===== src/rtl/id_stage.sv =====
// Instruction decode stage: opcode decode, 32x32 register file, sign-extend, ID/EX register.
// Latency: one cycle, inputs sampled at posedge N are visible on the outputs after posedge N.
// Backpressure: none; in_bubble turns the next ID/EX entry into a NOP (controls 0, data kept).
// Optional macro WB_BYPASS_EN: same-cycle writeback data is forwarded into the operand reads.
module id_stage #(
   parameter int DATA_W   = 32,
   parameter int NUM_REGS = 32
) (
   input  logic              clk,
   input  logic              rst,
   input  logic [31:0]       in_instruction,
   input  logic [DATA_W-1:0] in_pc_plus_four,
   input  logic              in_bubble,
   input  logic              in_wb_reg_write,
   input  logic [4:0]        in_wb_write_reg,
   input  logic [DATA_W-1:0] in_wb_write_data,
   output logic [DATA_W-1:0] read_data1_out,
   output logic [DATA_W-1:0] read_data2_out,
   output logic [DATA_W-1:0] imm_ext_out,
   output logic [4:0]        rt_out,
   output logic [4:0]        rd_out,
   output logic [DATA_W-1:0] pc_plus_four_out,
   output logic              reg_dst_out,
   output logic              alu_src_out,
   output logic              mem_to_reg_out,
   output logic              reg_write_out,
   output logic              mem_read_out,
   output logic              mem_write_out,
   output logic              branch_out,
   output logic [1:0]        alu_op_out
);

   // Control bundle carried through the ID/EX register.
   typedef struct packed {
      logic       reg_dst;
      logic       alu_src;
      logic       mem_to_reg;
      logic       reg_write;
      logic       mem_read;
      logic       mem_write;
      logic       branch;
      logic [1:0] alu_op;
   } ctrl_t;

   localparam logic [5:0] OP_RTYPE = 6'h00;
   localparam logic [5:0] OP_LW    = 6'h23;
   localparam logic [5:0] OP_SW    = 6'h2B;
   localparam logic [5:0] OP_BEQ   = 6'h04;
   localparam logic [5:0] OP_ADDI  = 6'h08;

   localparam logic [1:0] ALUOP_MEM    = 2'b00;
   localparam logic [1:0] ALUOP_BRANCH = 2'b01;
   localparam logic [1:0] ALUOP_RTYPE  = 2'b10;

   // Instruction fields.
   logic [5:0]  opcode;
   logic [4:0]  rs_idx;
   logic [4:0]  rt_idx;
   logic [4:0]  rd_idx;
   logic [15:0] imm16;

   assign opcode = in_instruction[31:26];
   assign rs_idx = in_instruction[25:21];
   assign rt_idx = in_instruction[20:16];
   assign rd_idx = in_instruction[15:11];
   assign imm16  = in_instruction[15:0];

   // Register file storage; entry 0 is never written and is masked on read.
   logic [DATA_W-1:0] rf_q [NUM_REGS];
   logic              wb_en;

   assign wb_en = in_wb_reg_write && (in_wb_write_reg != 5'd0);

   // Writeback port: reset clears every entry and drops a concurrent write.
   always_ff @(posedge clk) begin
      if (rst) begin
         for (int i = 0; i < NUM_REGS; i++) begin
            rf_q[i] <= '0;
         end
      end else if (wb_en) begin
         rf_q[in_wb_write_reg] <= in_wb_write_data;
      end
   end

   // Operand reads; the array value is the pre-write value for this edge.
   logic [DATA_W-1:0] rd1_d;
   logic [DATA_W-1:0] rd2_d;

   // Combinational register reads with zero-register masking and optional write-through.
   always_comb begin
      rd1_d = (rs_idx == 5'd0) ? '0 : rf_q[rs_idx];
      rd2_d = (rt_idx == 5'd0) ? '0 : rf_q[rt_idx];
`ifdef WB_BYPASS_EN
      // wb_en already excludes register 0, so the zero mask stays intact.
      if (wb_en && (in_wb_write_reg == rs_idx)) begin
         rd1_d = in_wb_write_data;
      end
      if (wb_en && (in_wb_write_reg == rt_idx)) begin
         rd2_d = in_wb_write_data;
      end
`endif
   end

   // Opcode decode; unlisted opcodes fall to the default NOP. An opcode with
   // unknown bits matches no case item, so it also lands on the NOP default.
   ctrl_t ctrl_dec;

   always_comb begin
      ctrl_dec = '0;
      case (opcode)
         OP_RTYPE: begin
            ctrl_dec.reg_dst   = 1'b1;
            ctrl_dec.reg_write = 1'b1;
            ctrl_dec.alu_op    = ALUOP_RTYPE;
         end
         OP_LW: begin
            ctrl_dec.alu_src    = 1'b1;
            ctrl_dec.mem_to_reg = 1'b1;
            ctrl_dec.reg_write  = 1'b1;
            ctrl_dec.mem_read   = 1'b1;
            ctrl_dec.alu_op     = ALUOP_MEM;
         end
         OP_SW: begin
            ctrl_dec.alu_src   = 1'b1;
            ctrl_dec.mem_write = 1'b1;
            ctrl_dec.alu_op    = ALUOP_MEM;
         end
         OP_BEQ: begin
            ctrl_dec.branch = 1'b1;
            ctrl_dec.alu_op = ALUOP_BRANCH;
         end
         OP_ADDI: begin
            ctrl_dec.alu_src   = 1'b1;
            ctrl_dec.reg_write = 1'b1;
            ctrl_dec.alu_op    = ALUOP_MEM;
         end
         default: begin
            ctrl_dec = '0;
         end
      endcase
   end

   // Next-state values for the ID/EX register.
   ctrl_t             ctrl_d;
   logic [DATA_W-1:0] imm_d;

   // A bubble squashes only the controls; data fields keep their decoded values.
   always_comb begin
      ctrl_d = in_bubble ? ctrl_t'('0) : ctrl_dec;
      imm_d  = {{(DATA_W-16){imm16[15]}}, imm16};
   end

   // ID/EX pipeline register.
   ctrl_t             ctrl_q;
   logic [DATA_W-1:0] rd1_q;
   logic [DATA_W-1:0] rd2_q;
   logic [DATA_W-1:0] imm_q;
   logic [DATA_W-1:0] pc4_q;
   logic [4:0]        rt_q;
   logic [4:0]        rd_q;

   // Capture decoded controls and operands every cycle; reset clears everything.
   always_ff @(posedge clk) begin
      if (rst) begin
         ctrl_q <= '0;
         rd1_q  <= '0;
         rd2_q  <= '0;
         imm_q  <= '0;
         pc4_q  <= '0;
         rt_q   <= '0;
         rd_q   <= '0;
      end else begin
         ctrl_q <= ctrl_d;
         rd1_q  <= rd1_d;
         rd2_q  <= rd2_d;
         imm_q  <= imm_d;
         pc4_q  <= in_pc_plus_four;
         rt_q   <= rt_idx;
         rd_q   <= rd_idx;
      end
   end

   assign read_data1_out   = rd1_q;
   assign read_data2_out   = rd2_q;
   assign imm_ext_out      = imm_q;
   assign pc_plus_four_out = pc4_q;
   assign rt_out           = rt_q;
   assign rd_out           = rd_q;
   assign reg_dst_out      = ctrl_q.reg_dst;
   assign alu_src_out      = ctrl_q.alu_src;
   assign mem_to_reg_out   = ctrl_q.mem_to_reg;
   assign reg_write_out    = ctrl_q.reg_write;
   assign mem_read_out     = ctrl_q.mem_read;
   assign mem_write_out    = ctrl_q.mem_write;
   assign branch_out       = ctrl_q.branch;
   assign alu_op_out       = ctrl_q.alu_op;

endmodule


===== config.mk =====
export PLATFORM = sky130hd
export DESIGN_NAME = id_stage
export DESIGN_NICKNAME = d
export VERILOG_FILES = /design/src/rtl/id_stage.sv
export SDC_FILE = /design/constraint.sdc
export NUM_CORES = 2
export LEC_CHECK = 0
export ABC_AREA = 1
export CAP_MARGIN = 20
export CORE_ASPECT_RATIO = 1.5
export CORE_MARGIN = 2
export CORE_UTILIZATION = 28
export CTS_CLUSTER_SIZE = 20
export DETAILED_ROUTE_END_ITERATION = 6
export PLACE_DENSITY = 0.48
export SETUP_SLACK_MARGIN = 0.05
export SLEW_MARGIN = 15
export SYNTH_ARGS = -nofsm -noshare
export SYNTH_HDL_FRONTEND = slang
export SYNTH_SLANG_ARGS = --single-unit

===== constraint.sdc =====
create_clock -name clk -period 6.82 [get_ports clk]
set_input_delay 1.364 -clock clk [delete_from_list [all_inputs] [get_ports clk]]
set_output_delay 1.364 -clock clk [all_outputs]
set_load 0.01 [all_outputs]

==> results by stage <==
Status:
- The run finished with clean final reports.

Global routing:
- The global-route usage over all layers is 23.6%.
- The number of antenna violations at the first check in global routing came to 10.
- The first global-routing pass estimated 368 mm of wire.
- The total congestion overflow after global routing is 0.
- Entering global routing, the biggest net connects 146 pins.
- The via count of the first global-routing pass is 52383.

STA:
- The max-slew violation count is 0.
- The ratio of final minimum period to clock period is 66.0%.
- Setup repair after global routing left no endpoint under its margin.
- Across the routed clock network, the largest skew measured is 0.0442 ns.
- The count of endpoints failing hold in the final timing report is 0.
- The final worst hold slack is 0.785 ns.
- The summed negative setup slack over all endpoints is 0 ns.
- The final-report setup violation count is 0.
- Measured against its own limit, the worst slew margin works out to 22.0%.
- The maximum operating frequency is 222 MHz.
- For the finished layout, the period the worst path requires is 4.50 ns.
- The transition time at the pin with the least slew margin is 1.17 ns.

Worst setup path:
- The startpoint of the most critical register-to-register path is rf_q[9][21]$_SDFFCE_PN0P_.
- The worst setup path is launched from a primary input.
- In this run the worst path has a maximum fanout of 33.
- Data arrives at the worst endpoint at 4.85 ns.
- The critical path endpoint category is a register.
- The worst setup path is of the primary input to register kind.
- The required arrival time at the worst endpoint is 7.17 ns.
- In this run the critical register-to-register path is captured at read_data1_out[21]$_SDFF_PP0_.
- The register-to-register setup slack is 4.89 ns.
- The count of cells along the worst register-to-register path is 8.

Cells and area:
- The number of cells in the finished layout apart from fillers is 10267.
- The most frequent standard cell in the layout excluding fill and tap cells is sky130_fd_sc_hd__nand2_1.
- The post-route netlist has 5.70% of its cells at a drive strength greater than 1.
- The post-route standard cell area excluding fillers is 0.0680 mm².
- The synthesis-to-finish area growth is 14.9%.
- The footprint of the flip-flops and latches is 0.0332 mm².
- The total of fill cells in the finished design is 21981.
- At the end of the flow, the number of nets in the layout was 7460.
- In the final layout, the multi-input gates occupy 0.0230 mm².
- The library cells used most frequently in the layout, excluding fill and tap cells, are 2688 x sky130_fd_sc_hd__nand2_1, 1285 x sky130_fd_sc_hd__nor2_1, 1218 x sky130_fd_sc_hd__nand3_1.

CTS:
- The number of hold buffers added after CTS is 0.
- No sink is reached through more buffers than the 3 on the longest clock path.
- In this run, post-CTS repair resized a total of 0 instances.
- The total number of H-tree levels is 3.
- The number of setup buffers added after CTS is 0.
- The clock net in this run drives a total of 1148 sinks.
- Clock tree synthesis inserted a total of 119 buffers.
- TritonCTS built the clock tree.
- The tree is rooted in a sky130_fd_sc_hd__clkbuf_16.
- After clock tree synthesis, the clock-pin slew on the worst setup and hold paths is 0.06 ns.
- Clock latency on the worst-skew pair, taken at its later pin, is 0.77 ns.

Logic synthesis:
- Summing the sequential cell areas from Yosys gives 56.2% of the chip area.
- For this run, asynchronously set or reset flops after synthesis account for 0%.
- The combined area of all synthesized cells is 0.0592 mm².
- The count of cell types in the netlist is 21.
- Among all flip-flop cells after synthesis, the most frequent one is sky130_fd_sc_hd__edfxtp_1.
- The biggest area contributor in the post-synthesis netlist is sky130_fd_sc_hd__edfxtp_1.
- Dividing the synthesized area by the synthesized cell count gives 7.93 µm².
- The post-synthesis register bit count is 1148.
- Yosys mapped a number of flops with a built-in enable equal to 1024.
- In the synthesized netlist, the number of instances is 7459.
- Ranked by total cell area, the synthesized netlist is headed by sky130_fd_sc_hd__edfxtp_1 52%, sky130_fd_sc_hd__nand2_1 17%, sky130_fd_sc_hd__nand3_1 10%.
- The total number of yosys warnings is 0.
- The synthesized design devotes to its leading area cell type 52.0% of total area.

Floorplanning:
- The placeable core area is 0.210 mm².
- The die footprint is 0.215 mm².
- 252 I/O pins were placed.
- The floorplan step set the die width to 379 µm.
- The effective utilization at floorplan is 28.2%.
- The die is 567 µm tall.
- The total number of placement rows is 206.

Route:
- The post-route DRC violation count is 0.
- Dividing the detail-routed via count by the number of cells gives 5.28.
- The first routing iteration left 6429 violations.
- The wire length after detailed routing is 261 mm.
- In this run the remaining antenna-violating nets after routing total 0.
- In the final routed layout, each cell accounts on average for 25.4 µm.
- The first-pass iteration count of the detailed router is 6.
- The total number of vias is 54218.

Power and ir drop:
- The proportion of power drawn by combinational gates is 13.2%.
- Summed over all nets, the switching power comes to 4.87 mW.
- The power consumption is 17.3 mW.
- The standby leakage power is 27.6 nW.
- The internal cell power is 12.4 mW.
- Net switching is 28.2% of the power.
- Of the total power, registers draw 48.0%.
- The worst voltage drop across the vdd grid is 0.197 mV.
- The part of the power in the clock network is 38.8%.
- The power density over the cells is 254 mW/mm².

Placed design:
- The congestion estimate from routability-driven global placement came to 0.841.
- After detailed placement, the design holds a cell count of 10039.
- The area after detailed placement is 0.0640 mm².
- During placement, the flow inserted port buffers numbering 251.
- Summed over all nets, the half-perimeter wirelength after detailed placement is 150 mm.

Worst hold path:
- The worst hold path depth is 6.
- The path with the worst hold slack has its endpoint at read_data2_out[23]$_SDFF_PP0_.
- The class of the worst hold path is register to register.
- The launch point of the worst hold path is rf_q[4][23]$_SDFFCE_PN0P_.

Job:
- Max-cap violations in this run came to 0.
through the flow:
| stage | util [%] | worst slack, ns |
|---|---|---|
| 6_report | 32.4 | 2.32 |
| 5_1_grt | 32.4 | 2.21 |
| 4_1_cts | 32.3 | 2.43 |
| 3_5_place_dp | 30.5 | 1.60 |
| 3_3_place_gp | 30.4 | 1.33 |
| 2_1_floorplan | - | 3.43 |
worst max-delay path: stages:
cell and delay (ns):
sky130_fd_sc_hd__clkdlybuf4s50_1 0.70, sky130_fd_sc_hd__inv_2 0.12, sky130_fd_sc_hd__nor3_1 0.74, sky130_fd_sc_hd__nand2_2 0.75
sky130_fd_sc_hd__nand2_2 1.14
power by group through the flow:
| stage | sequential (mW) | clock (mW) | combinational [mW] |
|---|---|---|---|
| floorplan | 8.37 | 0 | 1.24 |
| global placement | 8.43 | 0 | 2.24 |
| detailed placement | 8.43 | 0 | 2.26 |
| CTS | 8.29 | 6.81 | 2.27 |
| global route | 8.33 | 7.03 | 2.45 |
| finish | 8.29 | 6.70 | 2.29 |
flip-flops by register name, summed over array words and instances, names as in the netlist:
register          flops
alu_op_out            2
alu_src_out           1
imm_ext_out          15
mem_read_out          1
mem_write_out         1
pc_plus_four_out     32
rd_out                1
read_data1_out       32
read_data2_out       32
reg_dst_out           1
reg_write_out         1
rf_q               1024
rt_out                5
metal layers:
layer  global-route usage (%)  vias to the layer above  share of wire, %
li1                         -                    24089                 -
met5                        0                        -             0.021
met4                     13.5                        8               6.2
met1                     28.3                    26219                37
met3                     3.92                      777               8.6
met2                     39.7                     3125                48
how the worst max path moves through the flow:
stage,cells after the start,end,startpoint
floorplan,9,rf_q[13][0]$_SDFFCE_PN0P_,in_wb_write_reg[3]
global placement,9,rf_q[18][16]$_SDFFCE_PN0P_,in_wb_write_reg[4]
detailed placement,5,rf_q[28][28]$_SDFFCE_PN0P_,in_wb_write_reg[4]
CTS,5,rf_q[28][28]$_SDFFCE_PN0P_,in_wb_write_reg[4]
global route,10,rf_q[18][21]$_SDFFCE_PN0P_,in_wb_write_reg[4]
finish,5,rf_q[28][6]$_SDFFCE_PN0P_,in_wb_write_reg[4]
cell usage after synthesis, types with 10 or more instances:
master	count
sky130_fd_sc_hd__nand2_1	2752
sky130_fd_sc_hd__o21ai_0	83
sky130_fd_sc_hd__clkbuf_1	365
sky130_fd_sc_hd__buf_1	67
sky130_fd_sc_hd__nand3_1	1218
sky130_fd_sc_hd__o21ai_1	10
sky130_fd_sc_hd__edfxtp_1	1024
sky130_fd_sc_hd__inv_1	104
sky130_fd_sc_hd__buf_4	27
sky130_fd_sc_hd__a21oi_1	182
sky130_fd_sc_hd__nor2_1	1286
sky130_fd_sc_hd__buf_2	192
sky130_fd_sc_hd__dfxtp_1	124
cell families (layout without fill, tap and decap cells):
kind of cell | Yosys count | after routing | share of synthesized area (%)
AO/OA/AOI/OAI | 275 | 275 | 2.33
buffers and inverters | 763 | 730 | 5.42
flip-flops | 1148 | 1148 | 56.2
other | 1 | 34 | 0.00634
AND/OR/NAND/NOR | 5272 | 5272 | 36.1
cell type report:
class                   instances  share of cell area, %
clock inverters                55                  0.738
clock buffers                 168                   4.95
well taps                    2808                   5.17
flip-flops and latches       1148                   48.9
inverters                     112                  0.675
diodes                          2                0.00736
multi-input cells            5579                   33.9
repair buffers                395                   5.71
No activity file was read; power rests on OpenSTA's default activity.
